## src/rtl/eka_boot_loader.sv

```systemverilog
// Boot loader for the Eka core: assembles a length-prefixed little-endian byte
// stream into 32-bit words, writes them to instruction memory, then releases core reset.
module eka_boot_loader #(
  parameter int unsigned            ADDR_WIDTH = 32,
  parameter int unsigned            IMEM_WORDS = 1024,
  parameter logic [ADDR_WIDTH-1:0]  BASE_ADDR  = '0
) (
  input  logic                  clk,
  input  logic                  reset,
  input  logic [7:0]            rx_data,
  input  logic                  rx_valid,
  output logic                  rx_ready,
  output logic                  im_wr_en,
  output logic [ADDR_WIDTH-1:0] im_wr_addr,
  output logic [31:0]           im_wr_data,
  output logic                  core_reset,
  output logic                  done,
  output logic                  err,
  output logic [15:0]           words_loaded
);

  typedef enum logic [2:0] {
    HDR_LO,
    HDR_HI,
    LOAD,
    FLUSH,
    DONE,
    ERR
  } state_t;

  state_t      state;
  state_t      state_next;
  logic [7:0]  n_lo;
  logic [15:0] n_words;
  logic [15:0] hdr_n;
  logic [1:0]  byte_cnt;
  logic [23:0] word_acc;
  logic        xfer;
  logic        last_word;

  assign xfer      = rx_valid && rx_ready;
  assign hdr_n     = {rx_data, n_lo};
  // words_loaded increments on the same edge as the final byte, so compare ahead by one
  assign last_word = ({1'b0, words_loaded} + 17'd1) == {1'b0, n_words};

  always_ff @(posedge clk) begin
    if (reset) begin
      state <= HDR_LO;
    end else begin
      state <= state_next;
    end
  end

  always_comb begin
    state_next = state;
    case (state)
      HDR_LO: if (xfer) state_next = HDR_HI;
      HDR_HI: begin
        if (xfer) begin
          if (hdr_n == 16'd0) begin
            state_next = FLUSH;
          end else if (32'(hdr_n) > IMEM_WORDS) begin
            state_next = ERR;
          end else begin
            state_next = LOAD;
          end
        end
      end
      LOAD:   if (xfer && (byte_cnt == 2'd3) && last_word) state_next = FLUSH;
      FLUSH:  state_next = DONE;
      DONE:   state_next = DONE;
      ERR:    state_next = ERR;
      default: state_next = HDR_LO;
    endcase
  end

  always_comb begin
    rx_ready   = (state == HDR_LO) || (state == HDR_HI) || (state == LOAD);
    done       = (state == DONE);
    err        = (state == ERR);
    core_reset = (state != DONE);
  end

  always_ff @(posedge clk) begin
    if (reset) begin
      n_lo         <= '0;
      n_words      <= '0;
      byte_cnt     <= '0;
      word_acc     <= '0;
      im_wr_en     <= 1'b0;
      im_wr_addr   <= BASE_ADDR;
      im_wr_data   <= '0;
      words_loaded <= '0;
    end else begin
      im_wr_en <= 1'b0;
      if (xfer) begin
        case (state)
          HDR_LO: n_lo    <= rx_data;
          HDR_HI: n_words <= hdr_n;
          LOAD: begin
            byte_cnt <= byte_cnt + 2'd1;
            if (byte_cnt == 2'd3) begin
              im_wr_en     <= 1'b1;
              im_wr_addr   <= BASE_ADDR + (ADDR_WIDTH'(words_loaded) << 2);
              im_wr_data   <= {rx_data, word_acc};
              words_loaded <= words_loaded + 16'd1;
            end else begin
              word_acc[8*byte_cnt +: 8] <= rx_data;
            end
          end
          default: ;
        endcase
      end
    end
  end

endmodule

```

## config.mk

```make
export PLATFORM = sky130hd
export DESIGN_NAME = eka_boot_loader
export DESIGN_NICKNAME = d
export VERILOG_FILES = /design/src/rtl/eka_boot_loader.sv
export SDC_FILE = /design/constraint.sdc
export NUM_CORES = 1
export LEC_CHECK = 0
export BUFFER_PORTS_ARGS = -buffer_cell sky130_fd_sc_hd__buf_2
export CORE_MARGIN = 3
export CORE_UTILIZATION = 48
export DETAILED_ROUTE_END_ITERATION = 12
export GPL_TIMING_DRIVEN = 0
export HOLD_SLACK_MARGIN = 0.12
export PLACE_DENSITY_LB_ADDON = 0.05
export REMOVE_ABC_BUFFERS = 1
export SYNTH_ARGS = -nofsm -noshare
export SYNTH_HDL_FRONTEND = slang
export SYNTH_SLANG_ARGS = --single-unit
```

## constraint.sdc

```tcl
create_clock -name clk -period 2.5 [get_ports clk]
set_input_delay 0.375 -clock clk [delete_from_list [all_inputs] [get_ports clk]]
set_output_delay 0.375 -clock clk [all_outputs]
set_load 0.02 [all_outputs]
```

==> impl_metrics.toml <==
[cells_and_area]
syn_to_final_growth_pct = 19.95
layout-drive-gt1-share_pct = 17.40
seq_area_sq_um = 2362
multi_input_area_sq_um = 2514
fillers = 982
finalNonFillerCells = 860
final_util_pct = 59.56
final_area_sq_um = 6176
antenna_cells = 0
fin_nets = 729

[synth]
yosysSeqAreaShare_pct = 45.88
yosysWarnings = 0
synth_cell_types = 51
ys_seq_elements = 118
synth_cells = 656
ys.flop_type = "dfxtp_1"
synth_area_per_cell_sq_um = 7.849
async_reset_ff_share_pct = 0
synth_edf_count = 0
syn_area_sq_um = 5149

[placement]
postPlaceCellArea_sq_um = 5492
port_buffers = 79
dp_cells = 825
dp_hpwl_microns = 7936
place_congestion = 0.8688

[sta]
fin_skew_ns = 0.006743
hold_viol = 0
finalSetupTns_ns = 0
fmax_mhz = 425.6
period_share_pct = 93.99
finalCriticalPeriod_ns = 2.350
slew_headroom_pct = 37.19
setup_viol = 0
rsz0062_at_grt = "no"
slew_violations = 0
tightest_slew_ns = 0.9401

[job]
drv_cap = 0

[route]
antenna_left = 0
drc_errors = 0
via_per_inst = 5.185
first_pass_iters = 4
dr.first_iter.drc_count = 228
vias = 4459
post_drt_wl_per_cell_microns = 14.53
wirelength_microns = 12500

[global_route]
antenna_found_initial = 0
grt_usage_pct = 21.81
overflow = 0
grt_max_degree = 72
grt_pass1_wl_microns = 20290
first_global_vias = 4079

[worst_setup_path]
crit_path_end = "state[0]"
timing.rr.start = "words_loaded[0]"
crit_required_ns = 2.92
crit_path_end_kind = "flip-flop"
crit_type = "flip-flop to flip-flop"
arrival_ns = 2.77
cp-start-kind = "flip-flop"
crit_path_max_fanout = 9
cp-startpoint = "words_loaded[0]"
r2r_slack_ns = 0.15
r2r_cells = 7
r2r_end = "state[0]"

[die]
die_h_microns = 109.6
fp.coreArea_sq_um = 10370
dieArea_sq_um = 12010
die_w_microns = 109.6
start_util_pct = 49.65
io_pins = 96
rows = 37

[power]
p_per_area_nw_per_um2 = 763.5
power_uw = 4715
leakagePower_uw = 0.002393
ir_drop_mv = 0.4644

[min_path]
holdCritPathClass = "input pin to flip-flop"

[status]
outcome = "completed"

[clocking]
cts_buffers = 17
cts.path.max_buffers = 2
cts.sink_count = 118
clkLatencyLatePin_ns = 0.52
clkTransAtPathRegs_ns = 0.06
h-tree-depth = 4
cts_tree = "done"
root_buffer = "clkbuf_8"
-- cell usage after synthesis (11+ instances only) --
library cell,count,area (sq um)
nand2_1,184,690.7
a21oi_1,102,510.5
clkbuf_1,24,90.09
buf_2,20,100.1
xor2_1,11,96.34
xnor2_1,24,210.2
nor2_1,33,123.9
dfxtp_1,118,2362
buf_4,16,120.1
nand3_1,31,155.2
-- cell type report --
type | count | share of cell area (%)
clock buffers | 22 | 7.496
clock inverters | 9 | 2.796
inverters | 7 | 0.4254
multi-input cells | 484 | 40.70
flip-flops and latches | 118 | 38.25
well taps | 136 | 2.755
repair buffers | 84 | 7.577
-- timing repair --
action	4_1_cts	5_1_grt
hold buffers	0	0
pin swaps	1	1
gates resized for setup	4	0
cloned	1	0
endpoints found under the setup margin	89	3
buffers inserted	0	3
-- registers in the layout, summed over array words and instances, names as in the netlist --
register,cells
n_words,16
byte_cnt,2
im_wr_data,32
words_loaded,16
im_wr_addr,16
word_acc,24
state,3
im_wr_en,1
n_lo,8
-- metal layers --
layer	part of all wire, %	global-route usage (%)	vias to the layer above
met3	5.7	5.461	24
met1	46	28.00	2046
met5	0	0	-
li1	-	-	2262
met2	46	35.09	127
met4	2.1	8.816	0
-- how the worst min path moves through the flow --
| stage | startpoint | end | slack [ns] | cells after the start |
|---|---|---|---|---|
| floorplan | word_acc[0] | im_wr_data[0] | 0.43 | 2 |
| global placement | im_wr_addr[10] | im_wr_addr[10] | 0.44 | 2 |
| detailed placement | im_wr_addr[13] | im_wr_addr[13] | 0.44 | 2 |
| CTS | rx_data[6] | im_wr_data[30] | 0.18 | 3 |
| global route | rx_data[6] | im_wr_data[30] | 0.19 | 3 |
| finish | rx_data[6] | im_wr_data[30] | 0.20 | 3 |
-- cells in the final DEF, fill, tap and decap left out, types with 2 or more instances in the layout --
| cell | n |
|---|---|
| and3_1 | 3 |
| a21o_1 | 2 |
| nand3b_1 | 3 |
| bufinv_16 | 5 |
| nand2_1 | 184 |
| nor2b_1 | 4 |
| xnor2_1 | 24 |
| nand2b_1 | 3 |
| nand4b_1 | 2 |
| inv_1 | 7 |
| ha_1 | 6 |
| conb_1 | 16 |
| nor3_1 | 7 |
| a31oi_1 | 3 |
| and2_1 | 5 |
| nor3b_1 | 4 |
| o21ai_0 | 4 |
| nand3_1 | 31 |
| clkbuf_8 | 4 |
| buf_2 | 78 |
| nor2_1 | 33 |
| nor4_2 | 2 |
| xor2_1 | 11 |
| buf_4 | 4 |
| o2111ai_1 | 2 |
| nor4_1 | 3 |
| clkbuf_1 | 2 |
| clkbuf_16 | 16 |
| clkinv_2 | 3 |
| nand4_1 | 7 |
| dfxtp_1 | 118 |
| a22oi_1 | 2 |
| a21oi_1 | 102 |
-- worst max-delay path: stages (launching register included) --
cell       delay (ns)
dfxtp_1          0.50
ha_1             0.38
nand3_2          0.24
nor3_1           0.32
nor3b_1          0.09
a221oi_1         0.29
o2111ai_1        0.19
o31ai_2          0.24
-- logic make-up (layout without fill, tap and decap cells) --
| kind of cell | after synthesis | count (layout) | share of synthesized area, % |
|---|---|---|---|
| and+or+nand+nor | 302 | 303 | 26.56 |
| AOI/OAI and AO/OA | 123 | 123 | 12.95 |
| DFF | 118 | 118 | 45.88 |
| buffers and inverters | 70 | 122 | 6.926 |
| xor gates and xnor gates | 35 | 35 | 5.954 |
| adders and majority gates | 6 | 6 | 1.458 |
| other | 1 | 16 | 0.07283 |
| muxes | 1 | 1 | 0.1944 |
-- stage by stage --
step                setup WS, ns  hold WS, ns
floorplan                -0.1785       0.4260
global placement          -1.239       0.4382
detailed placement        -1.232       0.4432
CTS                      0.01940       0.1750
global route             0.01372       0.1884
finish                    0.1502       0.1993
-- where the power goes --
group	total [uW]	switching [uW]	internal, uW
Combinational	184	133	50.8
Clock	2610	821	1790
Sequential	1920	21.3	1900
Total	4720	975	3740
Note: power is estimated with default switching activity, not from simulation.
